File: config.mk
export PLATFORM = sky130hd
export DESIGN_NAME = noc_vc_input_flow_ctrl
export DESIGN_NICKNAME = d
export VERILOG_FILES = /design/src/rtl/noc_fc_pkg.sv /design/src/rtl/noc_vc_fifo.sv /design/src/rtl/noc_vc_input_flow_ctrl.sv
export SDC_FILE = /design/constraint.sdc
export NUM_CORES = 1
export LEC_CHECK = 0
export BUFFER_PORTS_ARGS = -buffer_cell sky130_fd_sc_hd__buf_2
export CORE_AREA = 5 5 148 150
export CTS_CLUSTER_DIAMETER = 100
export DETAILED_ROUTE_END_ITERATION = 8
export DIE_AREA = 0 0 153 155
export GPL_ROUTABILITY_DRIVEN = 0
export PLACE_DENSITY_LB_ADDON = 0.2
export SLEW_MARGIN = 10
export SYNTH_ARGS = -nofsm -noshare
export SYNTH_HDL_FRONTEND = slang
export SYNTH_HIERARCHICAL = 1
export SYNTH_SLANG_ARGS = --single-unit
File: constraint.sdc
create_clock -name clk -period 3.05 [get_ports clk]
set_clock_uncertainty 0.2 [all_clocks]
set_input_delay 0.4575 -clock clk [delete_from_list [all_inputs] [get_ports clk]]
set_output_delay 0.4575 -clock clk [all_outputs]
set_load 0.02 [all_outputs]
File: src/rtl/noc_fc_pkg.sv
// Shared constants and helpers for the NoC VC input flow-control block.
// Optional retry statistics counter is enabled with macro NOC_FC_STATS_EN.
package noc_fc_pkg;

    localparam int unsigned DATA_W_DEF = 32;
    localparam int unsigned NUM_VC_DEF = 2;
    localparam int unsigned DEPTH_DEF  = 4;

    // Flit control bits, counted down from the MSB of the flit, for downstream users
    localparam int unsigned FLIT_HEAD_OFS = 0;
    localparam int unsigned FLIT_TAIL_OFS = 1;

    // VC index width; a single-VC build still carries a 1-bit index
    function automatic int unsigned vc_width(input int unsigned n);
        return (n > 1) ? $clog2(n) : 1;
    endfunction

endpackage

File: src/rtl/noc_vc_fifo.sv
// Single-clock first-word-fall-through FIFO holding the flits of one VC.
// A push on a full FIFO is taken only when a pop happens in the same cycle.
module noc_vc_fifo #(
    parameter int unsigned DATA_W = 32,
    parameter int unsigned DEPTH  = 4
) (
    input  logic              clk,
    input  logic              rst_n,
    input  logic              push,
    input  logic              pop,
    input  logic [DATA_W-1:0] din,
    output logic [DATA_W-1:0] dout,
    output logic              empty,
    output logic              full
);

    localparam int unsigned AW = $clog2(DEPTH);
    localparam int unsigned CW = AW + 1;

    logic [DATA_W-1:0] mem [DEPTH];
    logic [AW-1:0]     wr_ptr;
    logic [AW-1:0]     rd_ptr;
    logic [CW-1:0]     count;
    logic              do_push;
    logic              do_pop;

    // Qualify requests against occupancy; a full FIFO frees its head slot on pop
    always_comb begin
        do_pop  = pop & ~empty;
        do_push = push & (~full | do_pop);
    end

    assign empty = (count == '0);
    assign full  = (count == CW'(DEPTH));
    assign dout  = mem[rd_ptr];

    // Pointers and occupancy; pointers wrap naturally at DEPTH
    always_ff @(posedge clk or negedge rst_n) begin
        if (!rst_n) begin
            wr_ptr <= '0;
            rd_ptr <= '0;
            count  <= '0;
        end else begin
            if (do_push) wr_ptr <= wr_ptr + AW'(1);
            if (do_pop)  rd_ptr <= rd_ptr + AW'(1);
            case ({do_push, do_pop})
                2'b10:   count <= count + CW'(1);
                2'b01:   count <= count - CW'(1);
                default: count <= count;
            endcase
        end
    end

    // Flit storage; contents are meaningless while the matching count is zero
    always_ff @(posedge clk) begin
        if (do_push) mem[wr_ptr] <= din;
    end

endmodule

File: src/rtl/noc_vc_input_flow_ctrl.sv
// Router input-port flow control: per-VC flit buffering, retry, credit return.
// Define NOC_FC_STATS_EN to add the saturating ovf_cnt retry-event counter port.
module noc_vc_input_flow_ctrl
    import noc_fc_pkg::*;
#(
    parameter int unsigned DATA_W = DATA_W_DEF,
    parameter int unsigned NUM_VC = NUM_VC_DEF,
    parameter int unsigned DEPTH  = DEPTH_DEF
) (
    input  logic                          clk,
    input  logic                          rst_n,
    input  logic                          in_val,
    input  logic [vc_width(NUM_VC)-1:0]   in_vc,
    input  logic [DATA_W-1:0]             in_data,
    output logic                          in_retry,
    output logic                          in_write,
    output logic [NUM_VC-1:0]             credit_ret,
    input  logic                          rd_en,
    input  logic [vc_width(NUM_VC)-1:0]   rd_vc,
    output logic [DATA_W-1:0]             rd_data,
    output logic [NUM_VC-1:0]             vc_empty,
    output logic [NUM_VC-1:0]             vc_full,
`ifdef NOC_FC_STATS_EN
    output logic [15:0]                   ovf_cnt,
`endif
    output logic                          ovf_err
);

    localparam int unsigned VC_W   = vc_width(NUM_VC);
    localparam int unsigned NV_EXT = 1 << VC_W;

    logic [NV_EXT-1:0] full_ext;
    logic [NV_EXT-1:0] empty_ext;
    logic [DATA_W-1:0] dout_ext [NV_EXT];
    logic [DATA_W-1:0] fifo_dout [NUM_VC];
    logic [NUM_VC-1:0] push_vec;
    logic [NUM_VC-1:0] pop_vec;
    logic              accept_c;

    // Out-of-range VC indices look full and empty, so they never write or pop
    always_comb begin
        full_ext  = '1;
        empty_ext = '1;
        full_ext[NUM_VC-1:0]  = vc_full;
        empty_ext[NUM_VC-1:0] = vc_empty;
        for (int v = 0; v < int'(NV_EXT); v++) begin
            dout_ext[v] = '0;
        end
        for (int v = 0; v < int'(NUM_VC); v++) begin
            dout_ext[v] = fifo_dout[v];
        end
    end

    // Accept when target VC has room, or is freeing its head this same cycle
    always_comb begin
        accept_c = in_val & (~full_ext[in_vc] |
                             (rd_en & (rd_vc == in_vc) & ~empty_ext[rd_vc]));
    end

    assign in_write = accept_c;
    assign in_retry = in_val & ~accept_c;
    assign rd_data  = dout_ext[rd_vc];

    // Per-VC FIFOs with decoded push/pop strobes
    for (genvar g = 0; g < int'(NUM_VC); g++) begin : g_vc
        assign push_vec[g] = accept_c & (in_vc == VC_W'(g));
        assign pop_vec[g]  = rd_en & (rd_vc == VC_W'(g)) & ~vc_empty[g];

        noc_vc_fifo #(
            .DATA_W (DATA_W),
            .DEPTH  (DEPTH)
        ) u_fifo (
            .clk   (clk),
            .rst_n (rst_n),
            .push  (push_vec[g]),
            .pop   (pop_vec[g]),
            .din   (in_data),
            .dout  (fifo_dout[g]),
            .empty (vc_empty[g]),
            .full  (vc_full[g])
        );
    end

    // One-cycle credit pulse per valid pop and sticky overflow flag
    always_ff @(posedge clk or negedge rst_n) begin
        if (!rst_n) begin
            credit_ret <= '0;
            ovf_err    <= 1'b0;
        end else begin
            credit_ret <= pop_vec;
            ovf_err    <= ovf_err | in_retry;
        end
    end

`ifdef NOC_FC_STATS_EN
    // Saturating count of retry cycles
    always_ff @(posedge clk or negedge rst_n) begin
        if (!rst_n) begin
            ovf_cnt <= '0;
        end else if (in_retry && (ovf_cnt != 16'hFFFF)) begin
            ovf_cnt <= ovf_cnt + 16'd1;
        end
    end
`endif

endmodule

### Yosys cells after proc, flatten, opt, wreduce, memory -nomap -nowiden

Memory sizes are Yosys's and may differ from the RTL's.
Index checks and enable logic that the tools add are counted.

| word-level totals | value |
|---|---|
| bits in registers | 17 |
| RAM bits | 256 |
| output and inout bits | 41 |
| memories kept | 2 |

| operators by class | value |
|---|---|
| add/subtract/negate cells | 8 |
| magnitude comparators | 3 |
| equality and inequality tests | 7 |
| muxes and demuxes | 13 |
| bitwise logic cells | 28 |
| reductions and logical operators | 4 |

Memory list:

| name | depth | bits a word | rd ports | clocked after Yosys merged registers in | wr ports | RTL line | source |
|---|---|---|---|---|---|---|---|
| g_vc[0].u_fifo.mem | 4 | 32 | 1 | 0 | 1 | noc_vc_fifo.sv:20 | `logic [DATA_W-1:0] mem [DEPTH];` |
| g_vc[1].u_fifo.mem | 4 | 32 | 1 | 0 | 1 | noc_vc_fifo.sv:20 |  |

Operators by type and width:

| operator | count |
|---|---|
| $mux 32 | 3 |
| $and 1x1->1 | 14 |
| $pmux 3 s2 | 2 |
| $not 1->1 | 9 |
| $add 2x1->2 const B | 4 |
| $mux 1 | 8 |
| $add 3x1->3 const B | 2 |
| $eq 3x3->1 const B | 2 |
| $logic_not 3->1 | 2 |
| $sub 3x1->3 const B | 2 |
| $eq 2x1->1 const B | 2 |
| $eq 2x2->1 const B | 2 |
| $lt 1x2->1 const B | 2 |
| $or 1x1->1 | 4 |
| $reduce_bool 2->1 | 2 |
| $ge 2x2->1 const B | 1 |
| $not 1->2 | 1 |
| $eq 1x1->1 | 1 |

### Depth between registers and ports, before layout

| logic depth | value |
|---|---|
| depth after elaboration | 11 |
| mapped depth | 12 |
| mapped depth without buffers | 10 |

### By module

Netlist, hierarchy kept.

By module, submodules not included:

| module | times used | cells an instance | area each (µm²) | sequential area each (µm²) |
|---|---|---|---|---|
| noc_vc_fifo (g_vc[0].u_fifo) | 1 | 216 | 5,143.7 | 4,018.9 |
| noc_vc_fifo (g_vc[1].u_fifo) | 1 | 222 | 5,128.7 | 4,018.9 |
| noc_vc_input_flow_ctrl | 1 | 53 | 584.3 | 75.1 |

### Least setup slack after synthesis

OpenSTA, ideal clock, no wires.

| path | value |
|---|---|
| path type | register to register |
| start | register g_vc[1].u_fifo.count[0] |
| end | register g_vc[1].u_fifo.count[1] |
| setup time | 0.087 ns |
| data arrival time | 2.923 ns |
| slack | -0.160 ns |
| cell stages (with the launch flop) | 13 |
| path buffers | 2 |
| clock period less this slack | 3.210 ns |
| cell sequence | dfrtp_1 or3_2 inv_1 and3b_1 buf_6 o211a_1 buf_2 nor2b_1 nand2_1 fa_1 o21ba_2 o211ai_1 a22oi_1 |

RTL lines:

| what | RTL line | source |
|---|---|---|
| from (decl) | noc_vc_fifo.sv:23 | `logic [CW-1:0] count;` |
| from (signal assigned) | noc_vc_fifo.sv:47 | `2'b10: count <= count + CW'(1);` |
| from (signal assigned) | noc_vc_fifo.sv:48 | `2'b01: count <= count - CW'(1);` |
| from (signal assigned) | noc_vc_fifo.sv:49 | `default: count <= count;` |
| $logic_not 3->1 * | noc_vc_fifo.sv:33 | `assign empty = (count == '0);` |
| named net vc_empty[1] | noc_vc_input_flow_ctrl.sv:21 | `output logic [NUM_VC-1:0] vc_empty,` |
| $not 1->1 * | noc_vc_input_flow_ctrl.sv:67 | `assign pop_vec[g] = rd_en & (rd_vc == VC_W'(g)) & ~vc_empty[g];` |
| $and 1x1->1 * | noc_vc_input_flow_ctrl.sv:67 |  |
| named net pop_vec[1] | noc_vc_input_flow_ctrl.sv:37 | `logic [NUM_VC-1:0] pop_vec;` |
| $and 1x1->1 * | noc_vc_fifo.sv:29 | `do_pop = pop & ~empty;` |
| $or 1x1->1 | noc_vc_fifo.sv:30 | `do_push = push & (~full \| do_pop);` |
| $and 1x1->1 | noc_vc_fifo.sv:30 |  |
| $eq 2x1->1 / $eq 2x2->1 (equally long branches) | noc_vc_fifo.sv:46 | `case ({do_push, do_pop})` |
| $pmux 3 s2 / $reduce_bool 2->1 (equally long branches) | -- |  |

The timed path passes the listed nets; every way through them passes the cells marked *. The select of a mux whose other input is x is not followed.
A chain may end at the register's enable or synchronous reset.

==> flow_summary_export.csv <==
group,metric,value,unit
cells_and_area,fillers,1459,
synthesis,syn_area,0.0109,mm2
worst_setup_path,critPathArrivalTime,2.26,ns
synthesis,synth_cell_types,46,
worst_hold_path,min_path_cells,1,
sta,period_share,95.6,%
global_routing,grt_pass1_vias,5360,
status,outcome,"finished clean",
cells_and_area,fin_cells,888,
global_routing,use_met1,23.1,%
global_routing,antenna_found_initial,0,
global_routing,grt_pass1_wl,30.7,mm
worst_setup_path,critPathTopFamily,"multiplexers",
die,ioPinCount,79,
die,dieArea,0.0237,mm2
sta,tightest_slew,0.900,ns
worst_setup_path,worstSetupPathType,"flip-flop to output pin",
synthesis,ys_ff_latch,273,
worst_setup_path,worstRegToRegCells,10,
cts,clk_pin_slew,0.06,ns
sta,post-route-min-period,2.91,ns
sta,tns,0,ns
detailed_routing,ant_nets,0,
sta,hold_viol,0,
die,start_util,52.8,%
synthesis,synthCells,491,
global_routing,grtUsageMet3,2.95,%
die,fp.dieW,153,um
synthesis,synth_edf_count,256,
worst_setup_path,timing.critical_path.buf_inv,2,
detailed_routing,drc,0,
sta,finalMaxSlewViolations,0,
detailed_routing,wl_per_cell,21.7,um
cts,cts_tree,"done",
cells_and_area,drive_gt1_share,42.4,%
detailed_routing,vias,4988,
worst_hold_path,holdCritPathClass,"primary input to flip-flop",
worst_setup_path,end_kind,"output pin",
synthesis,ys_seq_area_share,74.7,%
cells_and_area,fin_util,61.3,%
worst_setup_path,path_cells,"buf_12 -> mux4_2 -> mux2_2 -> buf_2",
cells_and_area,final_cell_mix,"edfxtp_1, buf_2, mux4_2",
global_routing,overflow,0,
detailed_routing,wl,19.3,mm
synthesis,syn_avg_cell_area,22.1,um2
synthesis,ys_async_sr_fraction,6.23,%
pwr,leakagePower,4.30,nW
sta,max_freq,343,MHz
cts,cts_buffer_depth,3,
cells_and_area,final_common_cell,"edfxtp_1",
synthesis,yosysWarnings,6,
cells_and_area,n_antenna_cell,0,
place,dp_cells,834,
worst_setup_path,startpoint_type,"flip-flop",
die,core_area,0.0206,mm2
global_routing,grt_max_degree,33,
worst_setup_path,cp_slowest_cell,"dfrtp_4",
global_routing,grt_use_total,16.6,%
die,die_height,155,um
synthesis,synth_top_flop_cell,"edfxtp_1",
worst_setup_path,cp_max_fo,15,
cts,worst_skew_pair.late_latency,0.51,ns
cells_and_area,areaGrowthSynthToFinish,16.0,%
worst_setup_path,cp_num_cells,4,
pwr,p_per_area,905,mW/mm2
sta,rsz0062_at_grt,"false",
sta,finalSetupViolCount,0,
worst_setup_path,worstPathRequired,2.39,ns
job,drv_cap,0,
cts,cts_root_buffer,"clkbuf_16",
pwr,p_total,11.4,mW
cts,cts_buffers,27,
sta,slew_headroom,40.0,%
global_routing,use_met2,28.2,%
global_routing,busiest_layer,"met2",
worst_setup_path,cpPeakStageDelay,0.56,ns
cts,h-tree-depth,1,
die,rows,53,
detailed_routing,drtIter0Drc,294,
place,port_buffers,78,
cts,clock-sinks,273,
cells_and_area,fin_nets,642,
detailed_routing,drt-pass1-iter-count,4,
synthesis,syn_nets,539,
pwr,peakVddDrop,643,uV
place,dpl.hpwl,11.7,mm
detailed_routing,vias_per_cell,5.62,
path summary, 6_finish.rpt:
check                                                 end  slack [ns]                     start
worst min-delay path            g_vc[0].u_fifo/mem[2][26]        0.02               in_data[26]
worst min register to register                    ovf_err        0.29                   ovf_err
min in group asynchronous                   credit_ret[0]        0.21                     rst_n
max in group asynchronous        g_vc[0].u_fifo/rd_ptr[0]        2.09                     rst_n
worst max register to register    g_vc[1].u_fifo/count[1]        0.14   g_vc[1].u_fifo/count[0]
worst max-delay path                           rd_data[1]        0.14  g_vc[0].u_fifo/rd_ptr[0]
kinds of logic after synthesis:
group | share of synthesized area, %
adders and majority gates | 1.29
and+or+nand+nor | 2.32
buffers and inverters | 2.01
muxes | 17.1
xor gates and xnor gates | 0.887
DFF | 74.7
AOI/OAI and AO/OA | 1.64
report_power, final:
group / switching (mW) / internal [mW] / leakage [nW]
combinational: 1.73 / 1.65 / 1.35
clock: 1.29 / 1.86 / 0.424
sequential: 0.269 / 4.61 / 2.52
total: 3.29 / 8.12 / 4.30
sequential cells by signal, indices dropped and copies added, names as in the netlist:
name	count
g_vc.u_fifo/count	6
g_vc.u_fifo/mem	256
ovf_err	1
g_vc.u_fifo/rd_ptr	4
g_vc.u_fifo/wr_ptr	4
credit_ret	2
metrics by stage:
step / hold slack [ns] / setup WS, ns / instance area [um2]
floorplan: -0.0381 / -0.105 / 10900
global placement: 0.210 / 0.167 / 11700
detailed placement: 0.216 / -0.0105 / 11700
CTS: 0.00232 / 0.0117 / 12600
global route: 0.0101 / 0.0114 / 12600
finish: 0.0224 / 0.136 / 12600
repair_timing:
item                                    CTS  global route
buffers inserted                          0             0
hold endpoints to repair                 50             0
resized for setup                         1             2
hold buffers                              6             0
pin swaps                                 0             0
endpoints found under the setup margin    1            12
layout make-up:
type / count / area, um2 / area share [%]
Sequential cell: 273 / 8120 / 64.5
Multi-Input combinational cell: 178 / 2540 / 20.2
Timing Repair Buffer: 100 / 683 / 5.42
Clock buffer: 28 / 679 / 5.39
Tap cell: 275 / 344 / 2.73
Clock inverter: 20 / 174 / 1.38
Inverter: 14 / 52.6 / 0.417
cell usage after synthesis, drive strengths merged, types with 2 or more instances:
cell      n  area share [%]
a22oi     2            0.14
and2      8            0.51
and3      2            0.13
buf      22             1.4
clkbuf    4            0.14
dfrtp    17             3.9
edfxtp  256              71
fa        2            0.37
ha        8            0.92
inv      14            0.48
mux2     36             3.8
mux4     64              13
nand2     4            0.14
nand2b    2            0.12
nand3     4            0.18
nand3b    3            0.21
nor2      3            0.10
nor2b     3            0.20
o211a     2            0.18
o211ai    3            0.21
o21ai     3            0.14
o21ba     2            0.18
o32ai     2            0.23
xnor2     5            0.40
xor2      6            0.48
per-layer routing:
| layer | vias up | wire length [um] | share of wire [%] |
|---|---|---|---|
| li1 | 2217 | - | - |
| met1 | 2615 | 8160 | 42 |
| met2 | 131 | 9910 | 51 |
| met3 | 25 | 958 | 5.0 |
| met4 | 0 | 261 | 1.4 |
| met5 | - | 0 | 0 |
(Power assumes the default switching activity.)
